[config.mk]
export PLATFORM = sky130hd
export DESIGN_NAME = alu_arbiter
export DESIGN_NICKNAME = d
export VERILOG_FILES = /design/src/rtl/alu_arbiter.sv
export SDC_FILE = /design/constraint.sdc
export NUM_CORES = 1
export LEC_CHECK = 0
export CAP_MARGIN = 20
export CORE_ASPECT_RATIO = 1.75
export CORE_MARGIN = 2
export CORE_UTILIZATION = 41
export CTS_CLUSTER_SIZE = 20
export DETAILED_ROUTE_END_ITERATION = 16
export GPL_TIMING_DRIVEN = 1
export PLACE_DENSITY = 0.82
export SYNTH_ARGS = -nofsm -noshare
export SYNTH_HDL_FRONTEND = slang
export SYNTH_SLANG_ARGS = --single-unit
[constraint.sdc]
create_clock -name CLK -period 2.5 [get_ports CLK]
set_input_delay 0.375 -clock CLK [delete_from_list [all_inputs] [get_ports CLK]]
set_output_delay 0.375 -clock CLK [all_outputs]
set_load 0.1 [all_outputs]
[src/rtl/alu_arbiter.sv]
// Two-requester front end for a single registered ALU: round-robin grant, issue, wait with watchdog, respond.
// One operation in flight; accept-to-response is 3 cycles, and requesters only see READY while idle.
module alu_arbiter #(
  parameter int OPER_WIDTH = 8,
  parameter int OUT_WIDTH  = OPER_WIDTH * 2
) (
  input  logic                  CLK,
  input  logic                  RST,
  input  logic                  REQ0_VALID,
  input  logic                  REQ1_VALID,
  output logic                  REQ0_READY,
  output logic                  REQ1_READY,
  input  logic [OPER_WIDTH-1:0] REQ0_A,
  input  logic [OPER_WIDTH-1:0] REQ0_B,
  input  logic [OPER_WIDTH-1:0] REQ1_A,
  input  logic [OPER_WIDTH-1:0] REQ1_B,
  input  logic [3:0]            REQ0_FUN,
  input  logic [3:0]            REQ1_FUN,
  output logic [OPER_WIDTH-1:0] ALU_A,
  output logic [OPER_WIDTH-1:0] ALU_B,
  output logic [3:0]            ALU_FUN,
  output logic                  ALU_EN,
  input  logic [OUT_WIDTH-1:0]  ALU_OUT,
  input  logic                  ALU_OUT_VALID,
  output logic                  RSP_VALID,
  output logic                  RSP_ID,
  output logic [OUT_WIDTH-1:0]  RSP_DATA,
  output logic                  RSP_ERR,
  input  logic                  RSP_READY,
  output logic                  BUSY
);

  typedef enum logic [1:0] {S_IDLE, S_ISSUE, S_WAIT, S_RESP} state_t;

  state_t     state;
  logic       pri;
  logic [2:0] wd;
  logic       idle;
  logic       gnt0;
  logic       gnt1;

  // Gating with RST keeps READY low while reset is held, even though state already reads IDLE.
  assign idle       = (state == S_IDLE) && RST;
  assign gnt0       = idle && REQ0_VALID && (!REQ1_VALID || !pri);
  assign gnt1       = idle && REQ1_VALID && (!REQ0_VALID || pri);
  assign REQ0_READY = gnt0;
  assign REQ1_READY = gnt1;

  always_ff @(posedge CLK or negedge RST) begin
    if (!RST) begin
      state     <= S_IDLE;
      pri       <= 1'b0;
      wd        <= 3'd0;
      ALU_A     <= '0;
      ALU_B     <= '0;
      ALU_FUN   <= 4'd0;
      ALU_EN    <= 1'b0;
      RSP_VALID <= 1'b0;
      RSP_ID    <= 1'b0;
      RSP_DATA  <= '0;
      RSP_ERR   <= 1'b0;
      BUSY      <= 1'b0;
    end else begin
      case (state)
        S_IDLE: begin
          if (gnt0 || gnt1) begin
            ALU_A   <= gnt1 ? REQ1_A   : REQ0_A;
            ALU_B   <= gnt1 ? REQ1_B   : REQ0_B;
            ALU_FUN <= gnt1 ? REQ1_FUN : REQ0_FUN;
            RSP_ID  <= gnt1;
            ALU_EN  <= 1'b1;
            BUSY    <= 1'b1;
            state   <= S_ISSUE;
          end
        end
        S_ISSUE: begin
          ALU_EN <= 1'b0;
          wd     <= 3'd0;
          state  <= S_WAIT;
        end
        S_WAIT: begin
          if (ALU_OUT_VALID) begin
            RSP_DATA  <= ALU_OUT;
            RSP_ERR   <= 1'b0;
            RSP_VALID <= 1'b1;
            state     <= S_RESP;
          end else if (wd == 3'd3) begin
            // Fourth silent WAIT cycle: give up and report a timeout.
            RSP_DATA  <= '0;
            RSP_ERR   <= 1'b1;
            RSP_VALID <= 1'b1;
            state     <= S_RESP;
          end else begin
            wd <= wd + 3'd1;
          end
        end
        S_RESP: begin
          if (RSP_READY) begin
            RSP_VALID <= 1'b0;
            BUSY      <= 1'b0;
            pri       <= ~RSP_ID;
            state     <= S_IDLE;
          end
        end
        default: state <= S_IDLE;
      endcase
    end
  end

endmodule
# After elaboration in Yosys (flattened, before gate mapping)
# Index checks and enable logic that the tools add are counted.
# word_totals
regBits,47
elab_cells,69
# classes
n_reduce_logical,25
muxes,21
eq_ne,9
bitwise,1
addsub,1
# ops
cell,count
two-way mux 16 bit,2
two-way mux 8 bit,2
AND reduction 3 bit,4
nonzero test 2 bit,5
two-way mux 2 bit,4
one-hot mux 2 bit (4 select lines),1
AND reduction 2 bit,4
two-way mux 3 bit,2
inequality test 2 bit (second input constant),3
one-hot mux 1 bit (2 select lines),3
one-hot mux 3 bit (2 select lines),1
logical AND 1 bit,5
two-way mux 1 bit,5
== test 2 bit (second input constant),2
two-way mux 4 bit,1
adder 3 x 1 -> 3 bit (second input constant),1
== test 3 x 2 -> 1 bit (second input constant),1
zero test 1 bit,3
logical OR 1 bit,3
inequality test 3 bit (second input constant),1
== test 2 x 1 -> 1 bit (second input constant),1
zero test 2 bit,1
inequality test 2 x 1 -> 1 bit (second input constant),1
NOT 1 bit,1

# Depth between registers and ports, before layout
# logic_depth
ltp_word,7
mapped_depth,7
depth_no_buf,5

# Worst setup path after synthesis
# Ideal clock, no wire load.
# synth_timing
kind,register to output
from,register state[0]
to,output REQ0_READY
arrival_ps,2331
path_stages_with_launch,6
n_path_buf,1
slack_ps,-206
cell_sequence,dfrtp_1 > inv_1 > ha_1 > buf_6 > nand3_1 > a21oi_1
# synth_via
elab_chain_cells,4
# synth_lines
element,line_no,text
"start, declared",35,state_t state;
"start signal, assigned",51,state <= S_IDLE;
"start signal, assigned",73,state <= S_ISSUE;
"start signal, assigned",79,state <= S_WAIT;
zero test 2 bit,43,assign idle = (state == S_IDLE) && RST;
logical AND 1 bit,43,
logical AND 1 bit (2 in series),44,assign gnt0 = idle && REQ0_VALID && (!REQ1_VALID || !pri);
"end, declared",11,"output logic REQ0_READY,"
# Every way passes these cells.

# Worst setup path after layout
# layout_timing
from,input RST
to,output REQ1_READY
# layout_via
elab_chain_cells,3
# layout_lines
element,line_no,text
"start, declared",8,"input logic RST,"
logical AND 1 bit,43,
logical AND 1 bit (2 in series),45,assign gnt1 = idle && REQ1_VALID && (!REQ0_VALID || pri);
"end, declared",12,"output logic REQ1_READY,"
# Every way passes these cells.

==> results.txt <==
- The number of cells on the worst reg-to-reg path is 5.
- Clock latency on the worst-skew pair, taken at its later pin, is 300 ps.
- By area, the combinational part of the netlist is dominated by compound AO/OA/AOI/OAI gates.
* Worst path required time: 2120 ps
- Counting the buffers created by CTS gives 5.
- Number of fill cells: 474
- 105 I/O pins were placed.
- Global-route usage over all layers: 19.9%
- Net count after synthesis: 259
* Router iterations before antenna repair: 4
- The die covers 6250 µm².
* Floorplan die width: 60.6 µm
* Complex-gate fraction of the synthesized area: 21.0%
- Highest-count cells in the layout ignoring fill and taps: 60 x sky130_fd_sc_hd__clkdlybuf4s50_1, 47 x sky130_fd_sc_hd__dfrtp_1, 47 x sky130_fd_sc_hd__buf_4
- In the post-synthesis netlist, the biggest area contributors are sky130_fd_sc_hd__dfrtp_1 51%, sky130_fd_sc_hd__a221o_1 7.8%, sky130_fd_sc_hd__a22o_1 6.8%.
* Final routed wirelength across all metal layers: 6000 µm
- Antenna violations before repair: 0
- Fraction of synthesized cell area in xor and xnor cells: 0.380%
- Summed instance area of the synthesized netlist: 2300 µm²
* Synthesis-to-layout area growth: 46.8%
* Final Setup Violations: 0
- Once detail routing completed, the nets flagged for antenna violations numbered 0.
- The finished cells cover 3380 µm².
- Area share of the leading cell type in the synthesized netlist: 51.1%
- After layout, the worst path uses 92.6% of the clock period.
- Total count of hold-check failures in the final report: 0
- Final Max Tran Viols: 0
- Critical Path Start Type: input port
- Entering global routing, the biggest net connects 37 pins.
- After synthesis, the netlist uses 35 different library cells.
* First-pass GRT wire length: 9340 µm
- Kind of capture point of the worst setup path: output port
* CTS tree: built
- Measured against its own limit, the worst slew margin works out to 59.4%.
* Last weighted congestion value of the routability-driven placer: 0.740
- Number of cell rows: 36
- Number of sinks driven by the clock tree: 47
- Basic-gate share of the synthesized area counting and, or, nand and nor cells: 15.9%
* DR DRC count: 0
- The tool flagged a number of max-cap violations equal to 0.
* Number of flops mapped to enable cells by yosys: 0
- After legalization and detailed placement, the total HPWL measured 4420 µm.
- In this run, synthesis produced a sequential element count of 47.
- CTS root buf: sky130_fd_sc_hd__clkbuf_8
* Number of warnings issued by yosys: 0
- Fraction of synthesis flops using an asynchronous set or reset pin: 100%
- H-tree depth: 2
- In the final routed layout, each cell accounts on average for 16.2 µm.
- Min cycle time layout: 2320 ps
- Most frequent standard cell in the layout excluding fill and tap cells: sky130_fd_sc_hd__clkdlybuf4s50_1
- Via count of the routed design: 1939
- Once the floorplan was initialized, standard cells occupied 41.9% of the core.
- Tightest Pin Transition: 610 ps
- Kind of critical path: input port to output port
* Most common flop cell mapped by yosys: sky130_fd_sc_hd__dfrtp_1
- Via-per-instance ratio: 5.24
* Sequential element share of the synthesized area: 51.1%
- Result of the run: finished clean
* Layout cells sized above 1: 25.9%
* Port-buffer cells: 104
* Count of antenna diodes in the layout: 0
* Setup TNS: 0 ps
- Along the worst path, the maximum fanout reaches 22.
- Setup repair after global routing left no endpoint under its margin.
- Post-Synthesis Cells: 190
* Worst min-delay path class: input port to async pin
- Maximum count of clock buffers along a single path: 2
* Post-Route Utilization: 61.5%
- Cell type with the largest total area after synthesis: sky130_fd_sc_hd__dfrtp_1
- Share of synthesized cell area in full adder, half adder and majority cells: 3.80%
- Residual overflow from global routing: 0
- Placed cell area: 3280 µm²
- From bottom edge to top edge, the die measures 103 µm.
- Starting DRC count in detailed routing: 62
- Multiplexer share of the synthesized area: 1.41%
- Clock-pin slew was measured on the worst setup and hold paths at 90 ps.
- Signal arrival time at the worst endpoint: 1940 ps
- Number of global-route vias before repair: 1993
- Skew final: 5.76 ps
* Core Footprint: 5500 µm²
- For this run, the post-layout net count is 362.
* Post-Synthesis Mean Instance Area: 12.1 µm²
- For this run, the top clock speed supported by timing is 432 MHz.
## repair_timing
item / CTS / global route
gates resized for setup: 0 / 2
hold buffers: 1 / 0
setup buffers: 0 / 0
hold endpoints to repair: 11 / 0
setup endpoints to repair: 0 / 1
## sequential cells by signal (all words and copies together) (netlist names)
register and flops:
ALU_EN 1, RSP_ERR 1, state 2, RSP_DATA 16
ALU_B 8, BUSY 1, RSP_ID 1, ALU_A 8
wd 3, pri 1, RSP_VALID 1, ALU_FUN 4
## worst paths after layout
path	slack (ps)	startpoint	to
min	500	RST	ALU_B[7]
min reg2reg	510	RSP_ID	pri
max reg2reg	630	state[1]	state[1]
min in group CLK	510	RSP_ID	pri
max	180	RST	REQ1_READY
max in group asynchronous	1290	RST	state[1]
## metrics by stage
stage / std cells / hold slack [ps] / worst slack, ps
after global placement: 361 / 300 / 444
after detailed placement: 361 / 308 / 403
final: 370 / 496 / 185
after CTS: 370 / 510 / 76.1
after global routing: 370 / 525 / 86.7
after floorplan: 190 / 79.4 / 290
## cells by family (layout without fill, tap and decap cells)
group,Yosys count,in the layout
AND/OR/NAND/NOR,54,54
adder cells (fa/ha/maj),7,7
flip-flops,47,47
buffers and inverters,22,126
AO/OA/AOI/OAI,56,56
multiplexers,3,3
XOR/XNOR,1,1
## cells in the mapped netlist, types with 2 or more instances
cell,number
sky130_fd_sc_hd__dfrtp_1,47
sky130_fd_sc_hd__nor3b_1,21
sky130_fd_sc_hd__a221o_1,18
sky130_fd_sc_hd__a22o_1,18
sky130_fd_sc_hd__and2_1,12
sky130_fd_sc_hd__and2_2,9
sky130_fd_sc_hd__ha_1,7
sky130_fd_sc_hd__inv_1,7
sky130_fd_sc_hd__nor2_1,6
sky130_fd_sc_hd__a21oi_1,5
sky130_fd_sc_hd__clkbuf_1,4
sky130_fd_sc_hd__buf_2,3
sky130_fd_sc_hd__buf_6,3
sky130_fd_sc_hd__clkbuf_8,3
sky130_fd_sc_hd__o21ai_0,3
sky130_fd_sc_hd__a21o_1,2
sky130_fd_sc_hd__a221o_2,2
sky130_fd_sc_hd__buf_4,2
sky130_fd_sc_hd__mux2_2,2
## routing by layer
metal / vias up / GRT usage (%) / part of all wire (%)
li1: 908 / - / -
met1: 937 / 23.0 / 39
met2: 83 / 34.6 / 52
met3: 11 / 4.14 / 6.7
met4: 0 / 8.53 / 2.1
met5: - / 0 / 0
## final cells by class
cell class | count | area (µm²) | area share, %
clock buffer | 6 | 72.6 | 2.15
clock inverter | 2 | 12.5 | 0.370
inverter | 7 | 26.3 | 0.777
multi-input combinational | 121 | 986 | 29.2
sequential | 47 | 1180 | 34.8
tap | 76 | 95.1 | 2.81
timing repair buffer | 111 | 1010 | 29.9
## critical path, cell delays in order
cell and delay [ps]:
sky130_fd_sc_hd__dlygate4sd3_1 530, sky130_fd_sc_hd__clkbuf_4 270, sky130_fd_sc_hd__nand3_2 110, sky130_fd_sc_hd__or2_4 350, sky130_fd_sc_hd__inv_1 130, sky130_fd_sc_hd__buf_12 180
Power is left out: the tool's default activity adds up to more than one toggle a clock period on the data nets, which glitch-free logic cannot reach.
